## src/rtl/mult_shift_add_if.sv

```systemverilog
// Operand/result bundle for the shift-add multiplier.
// The master issues operands and St; the slave returns Product and step strobes.
interface mult_shift_add_if #(
    parameter int WIDTH = 8
);
    logic               St;
    logic               Sgn;
    logic [WIDTH-1:0]   Mcand;
    logic [WIDTH-1:0]   Mplier;
    logic [2*WIDTH-1:0] Product;
    logic               Idle;
    logic               Done;
    logic               Load;
    logic               Ad;
    logic               Sh;

    modport master (
        output St,
        output Sgn,
        output Mcand,
        output Mplier,
        input  Product,
        input  Idle,
        input  Done,
        input  Load,
        input  Ad,
        input  Sh
    );

    modport slave (
        input  St,
        input  Sgn,
        input  Mcand,
        input  Mplier,
        output Product,
        output Idle,
        output Done,
        output Load,
        output Ad,
        output Sh
    );
endinterface

```

## src/rtl/mult_shift_add.sv

```systemverilog
// Sequential shift-add multiplier, signed via magnitude/sign split.
// One add cycle per multiplier one-bit, one shift cycle per bit.
module mult_shift_add #(
    parameter int WIDTH = 8
) (
    input logic              Clk,
    input logic              Rst,
    mult_shift_add_if.slave  bus
);
    localparam int CW = (WIDTH > 2) ? $clog2(WIDTH) : 1;

    localparam logic [1:0] IDLE  = 2'd0;
    localparam logic [1:0] CALC  = 2'd1;
    localparam logic [1:0] SHIFT = 2'd2;
    localparam logic [1:0] DONE  = 2'd3;

    logic [1:0]         state_q, state_d;
    logic [2*WIDTH:0]   acc_q, acc_d;
    logic [WIDTH-1:0]   mc_q, mc_d;
    logic [CW-1:0]      cnt_q, cnt_d;
    logic               neg_q, neg_d;

    logic [WIDTH-1:0]   mcand_mag;
    logic [WIDTH-1:0]   mplier_mag;
    logic [2*WIDTH-1:0] low;
    logic               last;
    logic               load, ad, sh;

    // -2^(WIDTH-1) negates to itself, which is its correct unsigned magnitude
    always_comb begin
        mcand_mag  = bus.Mcand;
        mplier_mag = bus.Mplier;
        if (bus.Sgn && bus.Mcand[WIDTH-1]) begin
            mcand_mag = -bus.Mcand;
        end
        if (bus.Sgn && bus.Mplier[WIDTH-1]) begin
            mplier_mag = -bus.Mplier;
        end
    end

    assign last = (cnt_q == CW'(WIDTH-1));

    always_comb begin
        state_d = state_q;
        acc_d   = acc_q;
        mc_d    = mc_q;
        cnt_d   = cnt_q;
        neg_d   = neg_q;
        load    = 1'b0;
        ad      = 1'b0;
        sh      = 1'b0;
        unique case (state_q)
            IDLE: begin
                if (bus.St) begin
                    load    = 1'b1;
                    mc_d    = mcand_mag;
                    acc_d   = {{(WIDTH+1){1'b0}}, mplier_mag};
                    cnt_d   = '0;
                    neg_d   = bus.Sgn
                            & (bus.Mcand[WIDTH-1] ^ bus.Mplier[WIDTH-1]);
                    state_d = CALC;
                end
            end
            CALC: begin
                if (acc_q[0]) begin
                    ad = 1'b1;
                    acc_d[2*WIDTH:WIDTH] = acc_q[2*WIDTH:WIDTH]
                                         + {1'b0, mc_q};
                    state_d = SHIFT;
                end else begin
                    sh      = 1'b1;
                    acc_d   = acc_q >> 1;
                    cnt_d   = cnt_q + CW'(1);
                    state_d = last ? DONE : CALC;
                end
            end
            SHIFT: begin
                sh      = 1'b1;
                acc_d   = acc_q >> 1;
                cnt_d   = cnt_q + CW'(1);
                state_d = last ? DONE : CALC;
            end
            DONE: begin
                state_d = IDLE;
            end
            default: begin
                state_d = IDLE;
            end
        endcase
    end

    always_ff @(posedge Clk) begin
        if (Rst) begin
            state_q <= IDLE;
            acc_q   <= '0;
            mc_q    <= '0;
            cnt_q   <= '0;
            neg_q   <= 1'b0;
        end else begin
            state_q <= state_d;
            acc_q   <= acc_d;
            mc_q    <= mc_d;
            cnt_q   <= cnt_d;
            neg_q   <= neg_d;
        end
    end

    assign low         = acc_q[2*WIDTH-1:0];
    assign bus.Product = neg_q ? -low : low;
    assign bus.Idle    = (state_q == IDLE);
    assign bus.Done    = (state_q == DONE);
    // Reset wins over a same-cycle start, so hide the load strobe then
    assign bus.Load    = load & ~Rst;
    assign bus.Ad      = ad & ~Rst;
    assign bus.Sh      = sh & ~Rst;
endmodule

```

## src/flat_wrapper.sv

```systemverilog
// flat-port wrapper written by rule: the top's interface ports become plain ports
module mult_shift_add_flat 
#(
    parameter int WIDTH = 8
)
  (Clk, Rst, bus_St, bus_Sgn, bus_Mcand, bus_Mplier, bus_Product, bus_Idle, bus_Done, bus_Load, bus_Ad, bus_Sh);
  mult_shift_add_if #(.WIDTH(WIDTH)) bus_i ();
  input logic Clk;
  input logic Rst;
  input wire logic [$bits(bus_i.St)-1:0] bus_St;
  input wire logic [$bits(bus_i.Sgn)-1:0] bus_Sgn;
  input wire logic [$bits(bus_i.Mcand)-1:0] bus_Mcand;
  input wire logic [$bits(bus_i.Mplier)-1:0] bus_Mplier;
  output wire logic [$bits(bus_i.Product)-1:0] bus_Product;
  output wire logic [$bits(bus_i.Idle)-1:0] bus_Idle;
  output wire logic [$bits(bus_i.Done)-1:0] bus_Done;
  output wire logic [$bits(bus_i.Load)-1:0] bus_Load;
  output wire logic [$bits(bus_i.Ad)-1:0] bus_Ad;
  output wire logic [$bits(bus_i.Sh)-1:0] bus_Sh;
  assign bus_i.St = bus_St;
  assign bus_i.Sgn = bus_Sgn;
  assign bus_i.Mcand = bus_Mcand;
  assign bus_i.Mplier = bus_Mplier;
  assign bus_Product = bus_i.Product;
  assign bus_Idle = bus_i.Idle;
  assign bus_Done = bus_i.Done;
  assign bus_Load = bus_i.Load;
  assign bus_Ad = bus_i.Ad;
  assign bus_Sh = bus_i.Sh;
  mult_shift_add #(.WIDTH(WIDTH)) u_core (.Clk(Clk), .Rst(Rst), .bus(bus_i));
endmodule
```

## config.mk

```make
export PLATFORM = sky130hd
export DESIGN_NAME = mult_shift_add_flat
export DESIGN_NICKNAME = d
export VERILOG_FILES = /design/src/rtl/mult_shift_add_if.sv /design/src/rtl/mult_shift_add.sv /design/src/flat_wrapper.sv
export SDC_FILE = /design/constraint.sdc
export NUM_CORES = 1
export LEC_CHECK = 0
export CAP_MARGIN = 10
export CORE_MARGIN = 5
export CORE_UTILIZATION = 25
export CTS_CLUSTER_SIZE = 24
export DETAILED_ROUTE_END_ITERATION = 7
export PLACE_DENSITY = 0.45
export SYNTH_ARGS = -nofsm -noshare
export SYNTH_HDL_FRONTEND = slang
export SYNTH_SLANG_ARGS = --single-unit
```

## constraint.sdc

```tcl
create_clock -name Clk -period 4.7 [get_ports Clk]
set_input_delay 0.705 -clock Clk [delete_from_list [all_inputs] [get_ports Clk]]
set_output_delay 0.705 -clock Clk [all_outputs]
set_load 0.03 [all_outputs]
```

==> flow_summary.yaml, run 1 <==
status:
  outcome: "complete, no violations"
logic_synthesis:
  avgSynthCellArea_um2: 7.83
  synth_area_um2: 2290
  synthTopCellsByArea: "dfxtp_1, ha_1, xnor2_1, nor2_1, a21oi_1"
  yosysWarningCount: 0
  synth-edff-count: 0
  yosysUniqueCellTypes: 47
  yosys_register_bits: 31
  syn_nets: 331
  synth_flop_cell: "dfxtp_1"
  netlist.area_leader.share: 0.271
  ys_seq_area_frac: 0.271
  syn_inst: 293
  async_reset_ff_frac: 0
  synth_top_area_cell: "dfxtp_1"
timing:
  hold_viol_final: 0
  setup_viol_count_final: 0
  report.final.slew_viol_count: 0
  fin_crit_sh: 0.717
  worstMarginPinSlew_ns: 0.745
  max_freq_mhz: 297
  slew_headroom: 0.501
  min_period_ns: 3.37
  finClkSkew_ns: 0.00438
  whs_ns: 0.456
  fin_setup_tns_ns: 0
  rsz0062_at_grt: "no"
floorplan:
  coreArea_um2: 9110
  start_util: 0.252
  fp-row-count: 35
  ios: 41
  dieArea_um2: 11200
  die_w_um: 106
  dieHeight_um: 106
clock_tree:
  cts.sinks: 31
  cts-hold-fix-buffers: 0
  cts_tree: "yes"
  cts_resized: 0
  ctsLongestPathBuffers: 2
  postCtsSetupRepairBufs: 0
  insertion_delay_ns: 0.28
  root_buffer: "clkbuf_8"
  cts_inserted_buffers: 5
  h-tree-depth: 2
  path_clk_slew_ns: 0.07
min_path:
  hp-class: "flop to flop"
  whs_endpoint: "u_core.cnt_q[1]"
  whs_path_depth: 2
  worstHoldStart: "u_core.cnt_q[1]"
critical_path:
  worstReg2RegEnd: "u_core.acc_q[14]"
  r2r_cells: 7
  crit_fanout: 7
  worst-r2r-setup-slack_ns: 2.49
  r2r_start: "u_core.acc_q[8]"
  required_ns: 3.99
  startpoint_type: "flop"
  endpoint_kind: "output pin"
  cp_data_arrival_time_ns: 2.66
  crit_type: "flop to output pin"
grt:
  grt-ovfl-total: 0
  grt_pass1_vias: 2199
  grt_pass1_wl_mm: 11.2
  grt_max_degree: 20
  antenna_found_initial: 0
  grt.total_usage: 0.122
placed_design:
  gp_congestion: 0.794
  hpwlAfterDp_mm: 5.03
  port-buffer-count: 40
routing:
  drt_pass1_iterations: 4
  dr_total_vias: 2161
  drc: 0
  wl_mm: 6.43
  wl_per_cell_um: 14.7
  drtAntennaViolNets: 0
  first_iter_violations: 130
  vias_per_cell: 4.93
pwr:
  finalPower_uw: 827
  vdd_drop_max_mv: 0.0933
  p_leak_uw: 0.00109
  power.density_nw_per_um2: 288
layout:
  nets: 365
  fillCellCount: 997
  diodes: 0
  drive_gt1_frac: 0.0520
  post-route-util: 0.315
  area_delta_synth_final_pct: 25.2
flow_run:
  max_cap_viol_count: 0
-- cells in the final DEF (no fill, tap or decap), types with 2 or more instances in the layout --
master | synthesis | routed
and2_1 | 2 | 2
a31oi_1 | 3 | 3
o31ai_1 | 4 | 4
dfxtp_1 | 31 | 31
ha_1 | 17 | 17
a311oi_1 | 4 | 4
a21o_1 | 4 | 4
or4_1 | 2 | 2
nand3_1 | 7 | 7
a22o_1 | 3 | 3
or3_1 | 5 | 5
xor2_1 | 7 | 7
nor2_1 | 33 | 33
xnor2_1 | 19 | 19
a221oi_1 | 6 | 6
o21ai_0 | 13 | 13
clkbuf_8 | 0 | 6
a21oi_1 | 22 | 22
nor2b_1 | 3 | 3
nor3_1 | 14 | 14
clkdlybuf4s50_1 | 0 | 40
nand3_2 | 2 | 2
nand3b_1 | 2 | 2
a211oi_1 | 13 | 13
a22oi_1 | 4 | 4
inv_1 | 11 | 11
and3_1 | 2 | 2
nand2_1 | 27 | 27
-- cell type report --
cell class	count	area [µm²]	share of cell area
clock buffer	6	82.6	0.0288
clock inverter	1	5.00	0.00174
inverter	12	45.0	0.0157
multi-input combinational	236	1570	0.547
sequential	31	621	0.216
tap	111	139	0.0484
timing repair buffer	41	408	0.142
-- worst max path at each step --
stage / from / endpoint / slack (ns) / cells past startpoint
floorplan: u_core.state_q[0] / bus_Sh / 2.19 / 6
global placement: Rst / bus_Sh / 1.56 / 3
detailed placement: Rst / bus_Sh / 1.57 / 3
CTS: u_core.acc_q[2] / bus_Product[13] / 1.29 / 6
global route: u_core.acc_q[2] / bus_Product[13] / 1.20 / 6
finish: u_core.acc_q[2] / bus_Product[13] / 1.33 / 6
-- through the flow --
| step | setup WS [ns] | area, µm² | std cells |
|---|---|---|---|
| CTS | 1.29 | 2870 | 438 |
| global route | 1.20 | 2870 | 438 |
| global placement | 1.56 | 2780 | 431 |
| finish | 1.33 | 2870 | 438 |
| floorplan | 2.19 | 2290 | 293 |
| detailed placement | 1.57 | 2780 | 431 |
-- Yosys cell counts (7+ instances only) --
| master | instances |
|---|---|
| a211oi_1 | 13 |
| nand2_1 | 27 |
| ha_1 | 17 |
| nor2_1 | 33 |
| xor2_1 | 7 |
| clkbuf_1 | 13 |
| inv_1 | 11 |
| xnor2_1 | 19 |
| nor3_1 | 14 |
| dfxtp_1 | 31 |
| a21oi_1 | 22 |
| o21ai_0 | 13 |
| nand3_1 | 7 |
-- metal layers --
| layer | vias to the layer above | wire length (µm) | global-route usage |
|---|---|---|---|
| li1 | 1138 | - | - |
| met1 | 966 | 3350 | 0.175 |
| met5 | - | 0 | 0 |
| met3 | 7 | 264 | 0.0239 |
| met2 | 50 | 2730 | 0.186 |
| met4 | 0 | 78 | 0.0333 |
-- power breakdown --
group / switching (µW) / internal (µW) / total, µW
Combinational: 176 / 121 / 297
Sequential: 27.1 / 284 / 311
Clock: 104 / 115 / 219
Total: 307 / 520 / 827
-- cell families after synthesis --
family                     share of synthesized area
muxes                                        0.00491
adders and majority gates                      0.101
xor gates and xnor gates                      0.0993
AOI/OAI and AO/OA                              0.262
and+or+nand+nor                                0.218
buffers and inverters                         0.0442
DFF                                            0.271
-- sequential cells by signal, summed over array words and instances, names as in the netlist --
name and count:
u_core.acc_q 17, u_core.mc_q 8, u_core.cnt_q 3, u_core.state_q 2, u_core.neg_q 1
-- critical path, stage by stage, from the launching register on --
cell	delay [ns]
dfxtp_1	0.37
or4_4	0.57
nor2_4	0.14
nand3_2	0.12
o41ai_2	0.29
xnor2_1	0.18
clkdlybuf4s50_1	0.70
Note: power is estimated with default switching activity, not from simulation.
==> run 2: changes to the inputs <==
--- a/config.mk
+++ b/config.mk
@@ -10,7 +10,7 @@
 export CORE_UTILIZATION = 25
 export CTS_CLUSTER_SIZE = 24
 export DETAILED_ROUTE_END_ITERATION = 7
-export PLACE_DENSITY = 0.45
+export PLACE_DENSITY = 0.47
 export SYNTH_ARGS = -nofsm -noshare
 export SYNTH_HDL_FRONTEND = slang
 export SYNTH_SLANG_ARGS = --single-unit
==> constraint.sdc (replaced) <==
create_clock -name Clk -period 2.8 [get_ports Clk]
set_input_delay 0.42 -clock Clk [delete_from_list [all_inputs] [get_ports Clk]]
set_output_delay 0.42 -clock Clk [all_outputs]
set_load 0.03 [all_outputs]
==> run 2 against run 1 <==
Net effect: die area unchanged; sequential power is 64% higher; highest routed layer unchanged; critical path type unchanged; global-route usage barely moved; critical endpoint is now bus_Product[4]; largest power group is now combinational cells; final area is 4.2% higher.
==> flow_summary.yaml, run 2 (synthesis gave the netlist of run 1 again) <==
status:
  outcome: "complete, no violations"
pwr:
  finalPower_uw: 1450
  power.density_nw_per_um2: 485
  vdd_drop_max_mv: 0.159
  p_leak_uw: 0.00125
layout:
  top_regs: "u_core.acc_q: 17 flops, u_core.mc_q: 8 flops, u_core.cnt_q: 3 flops"
  nets: 381
  drive_gt1_frac: 0.113
  most-common-layout-cells: "nor2_1, dfxtp_1, nand2_1, clkdlybuf4s50_1, buf_4"
  largest_register_ffs: 17
  diodes: 0
  stdcell_count: 455
  regMostFlops: "u_core.acc_q"
  post-route-util: 0.328
  final_common_cell: "nor2_1"
  area_delta_synth_final_pct: 30.4
timing:
  slew_headroom: 0.637
  finClkSkew_ns: 0.00528
  min_period_ns: 2.67
  fin_setup_tns_ns: 0
  worstMarginPinSlew_ns: 0.545
  setup_viol_count_final: 0
  hold_viol_final: 0
  report.final.slew_viol_count: 0
  rsz0062_at_grt: "no"
  fin_crit_sh: 0.955
  max_freq_mhz: 374
clock_tree:
  insertion_delay_ns: 0.28
  h-tree-depth: 2
  path_clk_slew_ns: 0.07
  postCtsSetupRepairBufs: 0
  cts_inserted_buffers: 5
  root_buffer: "clkbuf_8"
  cts_tree: "yes"
  cts.sinks: 31
  ctsLongestPathBuffers: 2
placed_design:
  port-buffer-count: 40
  dp.cells: 447
  hpwlAfterDp_mm: 5.36
  gp_congestion: 0.794
routing:
  dr_total_vias: 2254
  drc: 0
  wl_mm: 6.70
  vias_per_cell: 4.95
  wl_per_cell_um: 14.7
  drt_pass1_iterations: 5
  drtAntennaViolNets: 0
  first_iter_violations: 128
critical_path:
  crit_fanout: 8
  startpoint_type: "flop"
  crit_family: "buffers and inverters"
  required_ns: 2.38
  endpoint_kind: "output pin"
  crit_type: "flop to output pin"
  slowest_delay_ns: 0.70
  crit_buf_inv: 3
  worst-path-stages: 6
  r2r_cells: 8
  crit_top_cell: "inv_1"
  critical_path.cell_chain: "inv_1 -> ha_1 -> inv_1 -> o31ai_1 -> xnor2_1 -> clkdlybuf4s50_1"
  crit_path_top_delay_cell: "clkdlybuf4s50_1"
  cp_data_arrival_time_ns: 2.25
floorplan:
  fp-row-count: 35
  start_util: 0.252
  die_w_um: 106
  dieArea_um2: 11200
  ios: 41
  coreArea_um2: 9110
  dieHeight_um: 106
grt:
  grt_pass1_vias: 2142
  grt_pass1_wl_mm: 11.1
  grt-ovfl-total: 0
  grt_max_degree: 19
  antenna_found_initial: 0
  grt.total_usage: 0.122
min_path:
  whs_path_depth: 2
  hp-class: "flop to flop"
flow_run:
  max_cap_viol_count: 0
-- run 2: cell count changes in the layout (fill, tap and decap cells not counted) --
cell             delta
clkbuf_1            +1
clkdlybuf4s50_1    -13
buf_4              +22
clkinv_2            -1
dlygate4sd2_1       +4
dlymetal6s2s_1      +3
clkbuf_8            +1
-- run 2: worst paths after layout --
path	startpoint	endpoint	slack, ns
worst max register to register	u_core.acc_q[8]	u_core.acc_q[14]	0.49
worst max-delay path	u_core.acc_q[0]	bus_Product[4]	0.13
worst min-delay path	u_core.cnt_q[1]	u_core.cnt_q[1]	0.46
worst min register to register	u_core.cnt_q[1]	u_core.cnt_q[1]	0.46
-- run 2: final cells by class --
| cell class | count | area (µm²) |
|---|---|---|
| fillers | 977 | 6120 |
| well taps | 111 | 139 |
| repair buffers | 57 | 515 |
| flip-flops and latches | 31 | 621 |
| inverters | 12 | 45.0 |
| clock buffers | 8 | 100 |
| multi-input cells | 236 | 1570 |
-- run 2: routing by layer --
metal / track usage / part of all wire
met5: 0 / 0
met4: 0.0324 / 0.012
met3: 0.0245 / 0.052
met2: 0.177 / 0.41
met1: 0.183 / 0.53
-- run 2: power breakdown --
part	internal (µW)	total [µW]	leakage, µW	switching, µW
clock network	225	402	0.0000515	177
logic	219	539	0.000947	319
registers	476	510	0.000254	33.3
total	920	1450	0.00125	530
-- run 2: tightest hold or removal path: stages (launching register included) --
cell and delay (ns):
dfxtp_1 0.31, nand2_1 0.05, a21oi_1 0.05
-- run 2: metrics by stage --
stage | hold WS [ns] | area (µm²) | setup slack, ns
3_3_place_gp | 0.443 | 2890 | 0.189
6_report | 0.462 | 2990 | 0.127
4_1_cts | 0.461 | 2980 | 0.0217
3_5_place_dp | 0.452 | 2890 | 0.153
2_1_floorplan | 0.436 | 2290 | 0.570
5_1_grt | 0.483 | 2990 | 0.00566
-- run 2: repair_timing --
| item | 4_1_cts | 5_1_grt |
|---|---|---|
| gates resized for setup | 4 | 3 |
| hold buffers | 0 | 0 |
| gates cloned | 0 | 0 |
| setup endpoints to repair | 4 | 3 |
